$ cat src/rtl/seg_display_mux_if.sv
// Display-side bus: four digit patterns and enable mask going in,
// multiplexed cathode/anode drive and frame pulse coming out.
`timescale 1ns/1ps
interface seg_display_mux_if;
  logic [7:0] seg0;
  logic [7:0] seg1;
  logic [7:0] seg2;
  logic [7:0] seg3;
  logic [3:0] digit_en;
  logic [7:0] seg;
  logic [3:0] an;
  logic       frame_tick;

  // Producer side (game-play stage / bench) drives patterns, observes the display.
  modport master (
    output seg0, seg1, seg2, seg3, digit_en,
    input  seg, an, frame_tick
  );

  // Multiplexer side consumes patterns and drives the display.
  modport slave (
    input  seg0, seg1, seg2, seg3, digit_en,
    output seg, an, frame_tick
  );
endinterface

$ cat src/rtl/seg_display_mux.sv
// Four-digit 7-segment scan multiplexer. Digits are shadowed once per
// frame so a scan never mixes old and new data, every digit slot opens
// with an all-dark window against ghosting, and digit_en masks digits live.
`timescale 1ns/1ps
module seg_display_mux #(
  parameter int unsigned REFRESH_DIV  = 100000,
  parameter int unsigned BLANK_CYCLES = 200
) (
  input logic              Clk100M,
  input logic              reset,
  seg_display_mux_if.slave bus
);

  localparam int unsigned      CNT_W     = (REFRESH_DIV > 1) ? $clog2(REFRESH_DIV) : 1;
  localparam logic [CNT_W-1:0] CNT_LAST  = CNT_W'(REFRESH_DIV - 1);
  localparam logic [CNT_W-1:0] CNT_BLANK = CNT_W'(BLANK_CYCLES);

  logic [CNT_W-1:0] r_cnt;
  logic [1:0]       r_idx;
  logic [7:0]       r_shadow [4];
  logic             r_load_pending;
  logic [7:0]       r_seg;
  logic [3:0]       r_an;
  logic             r_frame_tick;

  logic [7:0]       w_seg_in [4];
  logic [3:0]       w_sel;
  logic             w_slot_end;
  logic             w_frame_end;
  logic             w_in_blank;
  logic [7:0]       w_seg_next;
  logic [3:0]       w_an_next;

  assign w_seg_in[0] = bus.seg0;
  assign w_seg_in[1] = bus.seg1;
  assign w_seg_in[2] = bus.seg2;
  assign w_seg_in[3] = bus.seg3;

  // One-hot decode of the digit currently being scanned.
  genvar gi;
  generate
    for (gi = 0; gi < 4; gi++) begin : g_sel
      assign w_sel[gi] = (r_idx == 2'(gi));
    end
  endgenerate

  assign w_slot_end  = (r_cnt == CNT_LAST);
  assign w_frame_end = w_slot_end && (r_idx == 2'd3);
  assign w_in_blank  = (r_cnt < CNT_BLANK);

  // Next display drive: dark during the blank window or for a masked digit,
  // otherwise the shadowed pattern of the current digit with its anode low.
  always_comb begin
    w_an_next  = 4'hF;
    w_seg_next = 8'hFF;
    if (!w_in_blank && bus.digit_en[r_idx]) begin
      w_an_next  = ~w_sel;
      w_seg_next = r_shadow[r_idx];
    end
  end

  // Scan counters, frame-coherent shadow capture and registered outputs.
  always_ff @(posedge Clk100M) begin
    if (reset) begin
      r_cnt          <= '0;
      r_idx          <= 2'd0;
      r_load_pending <= 1'b1;
      r_seg          <= 8'hFF;
      r_an           <= 4'hF;
      r_frame_tick   <= 1'b0;
      for (int i = 0; i < 4; i++) begin
        r_shadow[i] <= 8'hFF;
      end
    end else begin
      if (w_slot_end) begin
        r_cnt <= '0;
        r_idx <= r_idx + 2'd1;
      end else begin
        r_cnt <= r_cnt + 1'b1;
      end

      // Shadow loads right after reset (so the first frame is not blank)
      // and then only at frame boundaries.
      if (r_load_pending || w_frame_end) begin
        for (int i = 0; i < 4; i++) begin
          r_shadow[i] <= w_seg_in[i];
        end
      end
      r_load_pending <= 1'b0;

      r_frame_tick <= w_frame_end;
      r_seg        <= w_seg_next;
      r_an         <= w_an_next;
    end
  end

  assign bus.seg        = r_seg;
  assign bus.an         = r_an;
  assign bus.frame_tick = r_frame_tick;

endmodule

$ cat src/flat_wrapper.sv
// flat-port wrapper written by rule: the top's interface ports become plain ports
module seg_display_mux_flat 
#(
  parameter int unsigned REFRESH_DIV  = 100000,
  parameter int unsigned BLANK_CYCLES = 200
)
  (Clk100M, reset, bus_seg0, bus_seg1, bus_seg2, bus_seg3, bus_digit_en, bus_seg, bus_an, bus_frame_tick);
  seg_display_mux_if bus_i ();
  input logic Clk100M;
  input logic reset;
  input wire logic [$bits(bus_i.seg0)-1:0] bus_seg0;
  input wire logic [$bits(bus_i.seg1)-1:0] bus_seg1;
  input wire logic [$bits(bus_i.seg2)-1:0] bus_seg2;
  input wire logic [$bits(bus_i.seg3)-1:0] bus_seg3;
  input wire logic [$bits(bus_i.digit_en)-1:0] bus_digit_en;
  output wire logic [$bits(bus_i.seg)-1:0] bus_seg;
  output wire logic [$bits(bus_i.an)-1:0] bus_an;
  output wire logic [$bits(bus_i.frame_tick)-1:0] bus_frame_tick;
  assign bus_i.seg0 = bus_seg0;
  assign bus_i.seg1 = bus_seg1;
  assign bus_i.seg2 = bus_seg2;
  assign bus_i.seg3 = bus_seg3;
  assign bus_i.digit_en = bus_digit_en;
  assign bus_seg = bus_i.seg;
  assign bus_an = bus_i.an;
  assign bus_frame_tick = bus_i.frame_tick;
  seg_display_mux #(.REFRESH_DIV(REFRESH_DIV), .BLANK_CYCLES(BLANK_CYCLES)) u_core (.Clk100M(Clk100M), .reset(reset), .bus(bus_i));
endmodule
$ cat config.mk
export PLATFORM = sky130hd
export DESIGN_NAME = seg_display_mux_flat
export DESIGN_NICKNAME = d
export VERILOG_FILES = /design/src/rtl/seg_display_mux_if.sv /design/src/rtl/seg_display_mux.sv /design/src/flat_wrapper.sv
export SDC_FILE = /design/constraint.sdc
export NUM_CORES = 1
export LEC_CHECK = 0
export BUFFER_PORTS_ARGS = -buffer_cell sky130_fd_sc_hd__buf_2
export CAP_MARGIN = 20
export CORE_MARGIN = 2
export CORE_UTILIZATION = 59
export DETAILED_ROUTE_END_ITERATION = 8
export HOLD_SLACK_MARGIN = 0.12
export PLACE_DENSITY = 0.84
export SYNTH_ARGS = -nofsm -noshare
export SYNTH_HDL_FRONTEND = slang
export SYNTH_SLANG_ARGS = --single-unit
export TNS_END_PERCENT = 20
$ cat constraint.sdc
create_clock -name Clk100M -period 6.1 [get_ports Clk100M]
set_input_delay 1.22 -clock Clk100M [delete_from_list [all_inputs] [get_ports Clk100M]]
set_output_delay 1.22 -clock Clk100M [all_outputs]
set_load 0.05 [all_outputs]
==> impl_metrics.env, run 1 <==
export IMPL_slowest_stage="nor3_4"
export IMPL_worstPathMaxFanout=22
export IMPL_share_of_the_clock_period_used_by_the_worst_path=0.507
export IMPL_syn_area_mm2=0.00277
export IMPL_design_core_area_mm2=0.00444
export IMPL_synth_distinct_cells=37
export IMPL_ioPinCount=51
export IMPL_clk_root_buffer_cell="clkbuf_8"
export IMPL_worstSkewPairLatency_ps=340
export IMPL_grt_setup_unrepaired="no"
export IMPL_ys_async_sr_fraction=0
export IMPL_routed_wirelength_mm=4.87
export IMPL_cp_data_arrival_time_ps=3140
export IMPL_path_clk_slew_ps=70
export IMPL_timing_clock_skew_ps=9.04
export IMPL_yosys_top_cells_area="edfxtp_1 35%, dfxtp_1 24%, mux4_2 7.3%, or2_2 7.2%, nor3_1 2.7%"
export IMPL_finalWeightedCongestion=0.885
export IMPL_grt_pass1_wl_mm=7.82
export IMPL_result_of_the_run="finished clean"
export IMPL_cts_hold_buffers_added=0
export IMPL_post_synth_inst_count=220
export IMPL_rrSetupSlack_ps=3010
export IMPL_finalSetupTns_ps=0
export IMPL_timing_critical_path_mode_cell="or4_4"
export IMPL_ir_drop_v=0.000139
export IMPL_route_vias_total=1843
export IMPL_cts_inserted_buffers=9
export IMPL_timing_critical_path_from="u_core.r_cnt[14]"
export IMPL_drtIter0Drc=154
export IMPL_grt_use_total=0.202
export IMPL_yosys_area_top_type="edfxtp_1"
export IMPL_ys_warn_count=0
export IMPL_antenna_found_initial=0
export IMPL_p_leak_nw=1.10
export IMPL_critical_path_top_delay_family="simple AND/OR/NAND/NOR gates"
export IMPL_cell_chain_of_the_critical_path="or4_4 > or4_4 > nor3_4 > a211o_1 > buf_16"
export IMPL_post_cts_resize_count=0
export IMPL_worstSetupPathDepth=5
export IMPL_final_max_slew_violation_count=0
export IMPL_port_buf_inserts=50
export IMPL_post_route_drc_count=0
export IMPL_num_rows=24
export IMPL_crit_path_end="u_core.r_shadow[2][0]"
export IMPL_die_y_um=72.5
export IMPL_syn_avg_cell_area_um2=12.6
export IMPL_power_density_mw_per_mm2=255
export IMPL_multiInputGateArea_mm2=0.00110
export IMPL_remaining_overflow_grt=0
export IMPL_max_freq_ghz=0.323
export IMPL_first_pass_iters=4
export IMPL_source_of_the_worst_hold_timing_path="u_core.r_cnt[16]"
export IMPL_die_width_um=72.5
export IMPL_place_detailed_instances=312
export IMPL_clock_tree_buffer_depth=2
export IMPL_final_setup_worst_slack_ps=3010
export IMPL_report_final_setup_viol=0
export IMPL_initial_core_util=0.623
export IMPL_cts_htree_levels=3
export IMPL_max_slew_worst_pin_slew_ps=946
export IMPL_rr_startpoint="u_core.r_cnt[14]"
export IMPL_period_minus_ws_final_ps=3090
export IMPL_synth_top_area_share=0.347
export IMPL_regToRegEndpoint="u_core.r_shadow[2][0]"
export IMPL_end_kind="flip-flop"
export IMPL_max_slew_headroom_at_the_worst_pin=0.369
export IMPL_synth_edf_count=32
export IMPL_synth_yosys_seq_area_share=0.586
export IMPL_final_cell_count_no_fill=330
export IMPL_critical_path_n_buffers_inverters=1
export IMPL_fillCellCount=291
export IMPL_floorplan_die_area_mm2=0.00525
export IMPL_mappedNetlistNets=263
export IMPL_area_growth_pct=17.9
export IMPL_post_route_util=0.735
export IMPL_timing_critical_path_from_type="flip-flop"
export IMPL_place_ws_ps=2650
export IMPL_dp_final_hpwl_mm=3.09
export IMPL_placed_area_mm2=0.00305
export IMPL_cts_repair_timing_setup_buffer_count=0
export IMPL_min_path_type="flip-flop to flip-flop"
export IMPL_max_cap_violations=0
export IMPL_vias_per_cell=5.58
export IMPL_grt_max_degree=33
export IMPL_synthFlopType="dfxtp_1"
export IMPL_worst_r2r_path_depth=5
export IMPL_timing_critical_path_slowest_cell_delay_ps=610
export IMPL_crit_required_ps=6150
export IMPL_area_sequential_mm2=0.00162
export IMPL_hold_violations=0
export IMPL_final_design_area_no_fill_mm2=0.00326
export IMPL_cts_num_sinks=65
export IMPL_critical_path_class="flip-flop to flip-flop"
export IMPL_insertedDiodeCount=0
export IMPL_via_count_of_the_first_global_routing_pass=1757
export IMPL_final_antenna_net_count=0
export IMPL_nets=316
export IMPL_wl_per_cell_um=14.8
export IMPL_tritoncts="built"
export IMPL_register_bit_total_from_synthesis=65
export IMPL_drive_above_1_share=0.414
[cells in the final DEF (no fill, tap or decap), types with 3 or more instances in the layout]
| cell type | synthesis | routed |
|---|---|---|
| buf_2 | 0 | 50 |
| clkbuf_8 | 0 | 9 |
| clkinv_2 | 0 | 3 |
| dfxtp_1 | 33 | 33 |
| edfxtp_1 | 32 | 32 |
| ha_1 | 5 | 5 |
| inv_1 | 5 | 5 |
| mux4_2 | 9 | 9 |
| nand2_1 | 7 | 7 |
| nand2b_1 | 11 | 11 |
| nand3_1 | 6 | 6 |
| nand4_1 | 6 | 6 |
| nor2_1 | 6 | 6 |
| nor3_1 | 15 | 15 |
| nor4_1 | 6 | 6 |
| or2_2 | 32 | 32 |
| xnor2_1 | 8 | 8 |
| xor2_1 | 5 | 5 |
[area by class of cell]
cell class,count,area share
well taps,52,0.0199
clock inverters,7,0.0146
flip-flops and latches,65,0.497
inverters,5,0.00575
multi-input cells,140,0.337
repair buffers,52,0.0885
clock buffers,9,0.0379
[worst min path at each step]
stage	slack (ps)	to	cells past startpoint
6_report	560	u_core.r_cnt[16]	2
5_1_grt	610	u_core.r_cnt[14]	2
4_1_cts	560	u_core.r_cnt[16]	2
3_5_place_dp	540	u_core.r_cnt[16]	2
3_3_place_gp	540	u_core.r_cnt[16]	2
2_1_floorplan	490	u_core.r_cnt[16]	2
[state kept, by name (all words and copies together) (netlist names)]
signal	flops
u_core.bus.seg	8
u_core.r_shadow	32
u_core.bus.frame_tick	1
u_core.r_load_pending	1
u_core.r_cnt	17
u_core.r_idx	2
u_core.bus.an	4
[layer usage]
layer	wire (um)	track usage	share of wire
met2	2300	0.309	0.47
met4	86	0.0988	0.018
met3	293	0.0708	0.060
met5	0	0	0
met1	2190	0.257	0.45
[kinds of logic (layout without fill, tap and decap cells)]
kind of cell               count (synthesis)  in the layout  synth area share
AOI/OAI and AO/OA                          7              7            0.0185
xor gates and xnor gates                  13             13            0.0411
adders and majority gates                  5              5            0.0226
buffers and inverters                     15             73            0.0217
DFF                                       65             65             0.586
muxes                                     12             12            0.0859
and+or+nand+nor                          103            103             0.224
[where the power goes]
group          switching (mW)  internal, mW  leakage [nW]  total, mW
logic                  0.0175        0.0236         0.467     0.0410
registers             0.00542         0.473         0.548      0.478
clock network           0.168         0.146        0.0850      0.314
[cell usage after synthesis, types with 2 or more instances]
cell,instances
nor3b_1,2
nor2_1,6
nand4_1,6
nor2b_1,2
edfxtp_1,32
inv_1,5
or4_4,2
dfxtp_1,33
nor3_1,15
nor4_1,6
nand2b_1,11
xnor2_1,8
a31oi_1,2
clkbuf_1,8
nand3_1,6
xor2_1,5
mux2i_1,2
or2_2,32
mux4_2,9
ha_1,5
nand2_1,7
[worst min-delay path: cells and delay by family (launching register included)]
family / cells / cell delay, ps
AOI/OAI and AO/OA: 2 / 160
DFF: 1 / 350
[through the flow]
stage	power [mW]	hold slack [ps]
6_report	0.834	556
4_1_cts	0.837	556
3_5_place_dp	0.526	537
3_3_place_gp	0.524	537
5_1_grt	0.863	611
2_1_floorplan	0.509	494
No activity file was read; power rests on OpenSTA's default activity.
==> run 2: changes to the inputs <==
Settings changed: ABC_AREA set to 1, CORE_UTILIZATION 59 to 50, PLACE_DENSITY 0.84 to 0.75.
Clock period 6.1 ns to 2.7 ns, I/O delays scaled along.
==> run 2 against run 1 <==
Combinational power up 140%. Worst setup slack worse by 2500 ps. Total power increased by 140%. Worst hold slack lost 200 ps. First-iteration DRC count down 2.6%. Synthesized cell count grew 59%. Sequential share of layout area shrank 3.5 points. Critical path depth is 1 higher. Sequential power is 120% higher.
==> impl_metrics.env, run 2 <==
export IMPL_timing_critical_path_slowest_cell_delay_ps=540
export IMPL_end_kind="flip-flop"
export IMPL_slowest_stage="inv_1"
export IMPL_post_route_drc_count=0
export IMPL_initial_core_util=0.515
export IMPL_worstPathMaxFanout=22
export IMPL_route_vias_total=2422
export IMPL_routed_wirelength_mm=6.01
export IMPL_crit_path_end="u_core.bus.seg[2]"
export IMPL_period_minus_ws_final_ps=2160
export IMPL_synth_distinct_cells=25
export IMPL_cellInternalPower_mw=1.52
export IMPL_post_route_util=0.593
export IMPL_final_setup_worst_slack_ps=538
export IMPL_synth_most_common_cell="inv_1"
export IMPL_cp_data_arrival_time_ps=2360
export IMPL_antenna_found_initial=0
export IMPL_cts_num_sinks=65
export IMPL_first_pass_iters=4
export IMPL_dp_final_hpwl_mm=4.33
export IMPL_cts_repair_timing_setup_buffer_count=0
export IMPL_report_final_setup_viol=0
export IMPL_mappedNetlistNets=393
export IMPL_result_of_the_run="finished clean"
export IMPL_vias_per_cell=5.07
export IMPL_tritoncts="built"
export IMPL_ir_drop_v=0.000332
export IMPL_registers_top_by_ff_count="u_core.r_shadow"
export IMPL_syn_avg_cell_area_um2=8.72
export IMPL_max_freq_ghz=0.463
export IMPL_synth_top_area_share=0.315
export IMPL_via_count_of_the_first_global_routing_pass=2163
export IMPL_cts_htree_levels=3
export IMPL_synth_edf_count=32
export IMPL_path_clk_slew_ps=70
export IMPL_timing_critical_path_from_type="flip-flop"
export IMPL_drtIter0Drc=150
export IMPL_worstSkewPairLatency_ps=350
export IMPL_critical_path_class="flip-flop to flip-flop"
export IMPL_net_sw_frac=0.228
export IMPL_timing_critical_path_from="u_core.r_idx[0]"
export IMPL_die_y_um=82.1
export IMPL_min_path_type="input pin to flip-flop"
export IMPL_route_layer_met1_wl_mm=2.75
export IMPL_synthMuxAreaShare=0
export IMPL_worst_r2r_path_depth=6
export IMPL_drive_above_1_share=0.199
export IMPL_num_rows=28
export IMPL_place_ws_ps=626
export IMPL_yosys_area_top_type="edfxtp_1"
export IMPL_remaining_overflow_grt=0
export IMPL_final_max_slew_violation_count=0
export IMPL_clk_root_buffer_cell="clkbuf_8"
export IMPL_yosys_top_cells_area="edfxtp_1 31%, dfxtp_1 22%, nand3_1 8.0%, inv_1 7.4%, nand2_1 5.2%"
export IMPL_timing_clock_skew_ps=9.15
export IMPL_clockPowerShare=0.410
export IMPL_final_antenna_net_count=0
export IMPL_power_density_mw_per_mm2=560
export IMPL_max_slew_worst_pin_slew_ps=681
export IMPL_wl_met3_um=376
export IMPL_largest_register_ffs=32
export IMPL_whs_ps=359
export IMPL_power_share_sequential=0.541
export IMPL_port_buf_inserts=50
export IMPL_area_growth_pct=15.0
export IMPL_grt_setup_unrepaired="no"
export IMPL_grt_use_total=0.193
export IMPL_hold_violations=0
export IMPL_most_common_layout_cells="60 x inv_1, 50 x buf_2, 49 x nand3_1"
export IMPL_clock_tree_buffer_depth=2
export IMPL_post_cts_resize_count=0
export IMPL_design_core_area_mm2=0.00592
export IMPL_nets=441
export IMPL_layout_commonest_cell="inv_1"
export IMPL_register_bit_total_from_synthesis=65
export IMPL_ys_top_cells_by_count="60 x inv_1, 49 x nand3_1, 42 x nand2_1, 42 x nor2_1, 33 x dfxtp_1"
export IMPL_finalWeightedCongestion=0.871
export IMPL_grt_max_degree=33
export IMPL_cts_hold_buffers_added=0
export IMPL_synth_yosys_seq_area_share=0.531
export IMPL_top_layer="met4"
export IMPL_rr_startpoint="u_core.r_idx[0]"
export IMPL_post_synth_inst_count=350
export IMPL_synth_top_family_by_area="simple AND/OR/NAND/NOR gates"
export IMPL_switching_power_mw=0.449
export IMPL_critical_path_n_buffers_inverters=1
export IMPL_synthSimpleGateAreaFrac=0.264
export IMPL_rrSetupSlack_ps=540
export IMPL_grt_pass1_wl_mm=9.58
export IMPL_synth_fa_ha_area_frac=0.0205
export IMPL_max_slew_headroom_at_the_worst_pin=0.544
export IMPL_insertedDiodeCount=0
export IMPL_synth_xor_area_frac=0.0144
export IMPL_syn_area_mm2=0.00305
export IMPL_critical_path_top_delay_family="simple AND/OR/NAND/NOR gates"
export IMPL_die_width_um=82.1
export IMPL_ioPinCount=51
export IMPL_met2WireLength_mm=2.74
export IMPL_crit_required_ps=2900
export IMPL_timing_critical_path_mode_cell="nand2_1"
export IMPL_share_of_the_clock_period_used_by_the_worst_path=0.801
export IMPL_finalSetupTns_ps=0
export IMPL_wl_per_cell_um=12.6
export IMPL_p_leak_nw=1.41
export IMPL_ys_async_sr_fraction=0
export IMPL_max_cap_violations=0
export IMPL_floorplan_die_area_mm2=0.00674
export IMPL_synth_compound_area_share=0.0631
export IMPL_synthFlopType="dfxtp_1"
export IMPL_worstSetupPathDepth=6
export IMPL_cts_inserted_buffers=9
export IMPL_regToRegEndpoint="u_core.bus.seg[2]"
export IMPL_power_combinational_fraction=0.049
export IMPL_cell_chain_of_the_critical_path="inv_1 > nand2_1 > nand3_1 > nand2_1 > nor2_1 > nand3b_1"
export IMPL_ys_warn_count=0
-- run 2: cell types whose count changed in the layout (fill, tap and decap cells not counted), sizes merged, moves of 18 or more --
cell / previous run / this run
inv: 5 / 61
nand3: 6 / 54
nor2: 6 / 46
nand2: 7 / 44
or2: 32 / 0
o21ai: 1 / 19
-- run 2: worst min path at each step --
stage	startpoint	endpoint	slack, ps	cells after the start
floorplan	u_core.r_cnt[0]	u_core.r_cnt[0]	420	1
global placement	u_core.r_cnt[0]	u_core.r_cnt[0]	430	1
detailed placement	u_core.r_cnt[0]	u_core.r_cnt[0]	440	1
CTS	reset	u_core.r_load_pending	350	1
global route	reset	u_core.r_load_pending	350	1
finish	reset	u_core.r_load_pending	360	1
-- run 2: metrics by stage --
step | instance area, um^2 | power, mW | instances
after floorplan | 3050 | 1.15 | 350
after global placement | 3320 | 1.18 | 462
after detailed placement | 3320 | 1.18 | 462
after CTS | 3510 | 1.98 | 478
after global routing | 3510 | 2.03 | 478
final | 3510 | 1.97 | 478
-- run 2: power groups by stage --
stage	registers, mW	logic (mW)	clock network (mW)
3_5_place_dp	1.09	0.0983	0
5_1_grt	1.06	0.112	0.854
3_3_place_gp	1.08	0.0944	0
2_1_floorplan	1.08	0.0625	0
6_report	1.06	0.0973	0.807
4_1_cts	1.06	0.0988	0.820
-- run 2: cell type report --
class	instances	area (um^2)
fillers	547	2410
flip-flops and latches	65	1620
multi-input cells	209	1110
repair buffers	52	265
inverters	61	229
clock buffers	9	124
well taps	75	93.8
clock inverters	7	71.3
-- run 2: per-layer routing --
| layer | GRT usage | vias to the layer above |
|---|---|---|
| li1 | - | 1237 |
| met1 | 0.251 | 1097 |
| met2 | 0.293 | 74 |
| met3 | 0.0511 | 14 |
| met4 | 0.108 | 0 |
| met5 | 0 | - |
-- run 2: cells by family (layout without fill, tap and decap cells) --
kind of cell    Yosys count  count (layout)
compound gates           36              36
xor+xnor                  5               5
fa+ha+maj                 5               5
buf+inv                  76             129
flops                    65              65
simple gates            163             163
-- run 2: worst reg2reg max path, delay by kind of cell, from the launching register on --
family | cells | cell delay [ps]
AND/OR/NAND/NOR | 5 | 970
flip-flops | 1 | 520
buffers and inverters | 1 | 540
==> run 3: changes to the inputs <==
Settings changed: CORE_UTILIZATION 50 to 56, PLACE_DENSITY 0.75 to 0.79.
Clock period 2.7 ns to 2.2 ns, I/O delays scaled along.
==> run 3 against run 2 <==
Sequential power up 23%. Clock power up 38%. Register-to-register slack worse by 96 ps. Global-route usage increased by 3.1 points. Core utilization is 9.4 points higher. Non-clock buffer count grew 2. Die area fell by 10%. Critical path depth unchanged. Cell count shrank 0.63%. Highest routed layer unchanged.
==> impl_metrics.env, run 3 (synthesis results as in run 2) <==
export IMPL_drtIter0Drc=311
export IMPL_max_slew_worst_pin_slew_ps=570
export IMPL_remaining_overflow_grt=0
export IMPL_tritoncts="built"
export IMPL_clk_root_buffer_cell="clkbuf_8"
export IMPL_post_route_drc_count=0
export IMPL_max_freq_ghz=0.569
export IMPL_grt_max_degree=33
export IMPL_cp_data_arrival_time_ps=1830
export IMPL_max_cap_violations=0
export IMPL_drive_above_1_share=0.205
export IMPL_most_common_layout_cells="60 x inv_1, 50 x buf_2, 49 x nand3_1"
export IMPL_grt_pass1_wl_mm=10.5
export IMPL_wl_per_cell_um=13.1
export IMPL_worstPathMaxFanout=32
export IMPL_routed_wirelength_mm=6.23
export IMPL_die_width_um=77.8
export IMPL_final_antenna_net_count=0
export IMPL_post_cts_resize_count=0
export IMPL_design_core_area_mm2=0.00517
export IMPL_max_slew_headroom_at_the_worst_pin=0.619
export IMPL_cts_inserted_buffers=9
export IMPL_worstSkewPairLatency_ps=350
export IMPL_clock_tree_buffer_depth=2
export IMPL_path_clk_slew_ps=70
export IMPL_finalSetupTns_ps=0
export IMPL_timing_critical_path_slowest_cell_delay_ps=350
export IMPL_cts_repair_timing_setup_buffer_count=0
export IMPL_hold_violations=0
export IMPL_num_rows=26
export IMPL_via_count_of_the_first_global_routing_pass=2310
export IMPL_slowest_stage="dfxtp_1"
export IMPL_end_kind="flip-flop"
export IMPL_ioPinCount=51
export IMPL_cell_chain_of_the_critical_path="ha_1 > nand3_2 > nor2_4 > nand4_4 > nand2_4 > nand3_1"
export IMPL_area_growth_pct=16.5
export IMPL_floorplan_die_area_mm2=0.00606
export IMPL_initial_core_util=0.590
export IMPL_insertedDiodeCount=0
export IMPL_power_density_mw_per_mm2=715
export IMPL_source_of_the_worst_hold_timing_path="reset"
export IMPL_timing_critical_path_from_type="flip-flop"
export IMPL_share_of_the_clock_period_used_by_the_worst_path=0.799
export IMPL_die_y_um=77.8
export IMPL_antenna_found_initial=0
export IMPL_crit_required_ps=2270
export IMPL_timing_clock_skew_ps=8.86
export IMPL_grt_setup_unrepaired="no"
export IMPL_cts_hold_buffers_added=0
export IMPL_port_buf_inserts=50
export IMPL_cts_htree_levels=3
export IMPL_ir_drop_v=0.000402
export IMPL_dp_final_hpwl_mm=4.45
export IMPL_p_leak_nw=1.44
export IMPL_nets=443
export IMPL_largest_register_ffs=32
export IMPL_cts_num_sinks=65
export IMPL_layout_commonest_cell="inv_1"
export IMPL_vias_per_cell=5.20
export IMPL_critical_path_class="flip-flop to flip-flop"
export IMPL_grt_use_total=0.224
export IMPL_min_path_type="input pin to flip-flop"
export IMPL_result_of_the_run="finished clean"
export IMPL_first_pass_iters=4
export IMPL_route_vias_total=2471
export IMPL_finalWeightedCongestion=0.907
export IMPL_power_mw=2.54
export IMPL_registers_top_by_ff_count="u_core.r_shadow"
export IMPL_final_max_slew_violation_count=0
export IMPL_period_minus_ws_final_ps=1760
export IMPL_report_final_setup_viol=0
export IMPL_rr_startpoint="u_core.r_cnt[0]"
export IMPL_timing_critical_path_from="u_core.r_cnt[0]"
run 3: power by group:
group | internal (mW) | switching [mW] | leakage (nW) | total [mW]
combinational | 0.0515 | 0.0730 | 0.805 | 0.124
sequential | 1.29 | 0.00952 | 0.528 | 1.30
clock | 0.637 | 0.475 | 0.106 | 1.11
run 3: final timing paths:
path	endpoint	slack, ps	depth (start not counted)
setup / recovery	u_core.r_shadow[0][0]	440	6
hold / removal	u_core.r_load_pending	290	1
hold reg to reg	u_core.r_cnt[0]	460	1
setup reg to reg	u_core.r_shadow[0][0]	440	6
run 3: through the flow:
step	hold WS, ps	instances	setup slack (ps)	area (um^2)	util
3_5_place_dp	450	459	415	3340	0.645
5_1_grt	284	475	253	3550	0.687
3_3_place_gp	430	459	526	3340	0.645
2_1_floorplan	417	350	60.2	3050	-
4_1_cts	277	475	420	3550	0.687
6_report	285	475	442	3550	0.687
run 3: worst max-delay path, delay by kind of cell, from the launching register on:
kind	cells	cell delay, ps
adders and majority gates	1	210
DFF	1	350
and+or+nand+nor	5	910
run 3: cell type report:
type,count,area (um^2)
timing repair buffer,54,293
inverter,61,229
tap,70,87.6
multi-input combinational,209,1110
sequential,65,1620
fill,418,1620
clock inverter,7,93.8
clock buffer,9,124
run 3: routing by layer:
metal / up-vias / GRT usage / share of wire
met3: 9 / 0.0488 / 0.072
li1: 1243 / - / -
met2: 95 / 0.348 / 0.48
met5: - / 0 / 0
met4: 0 / 0.0982 / 0.015
met1: 1124 / 0.302 / 0.44
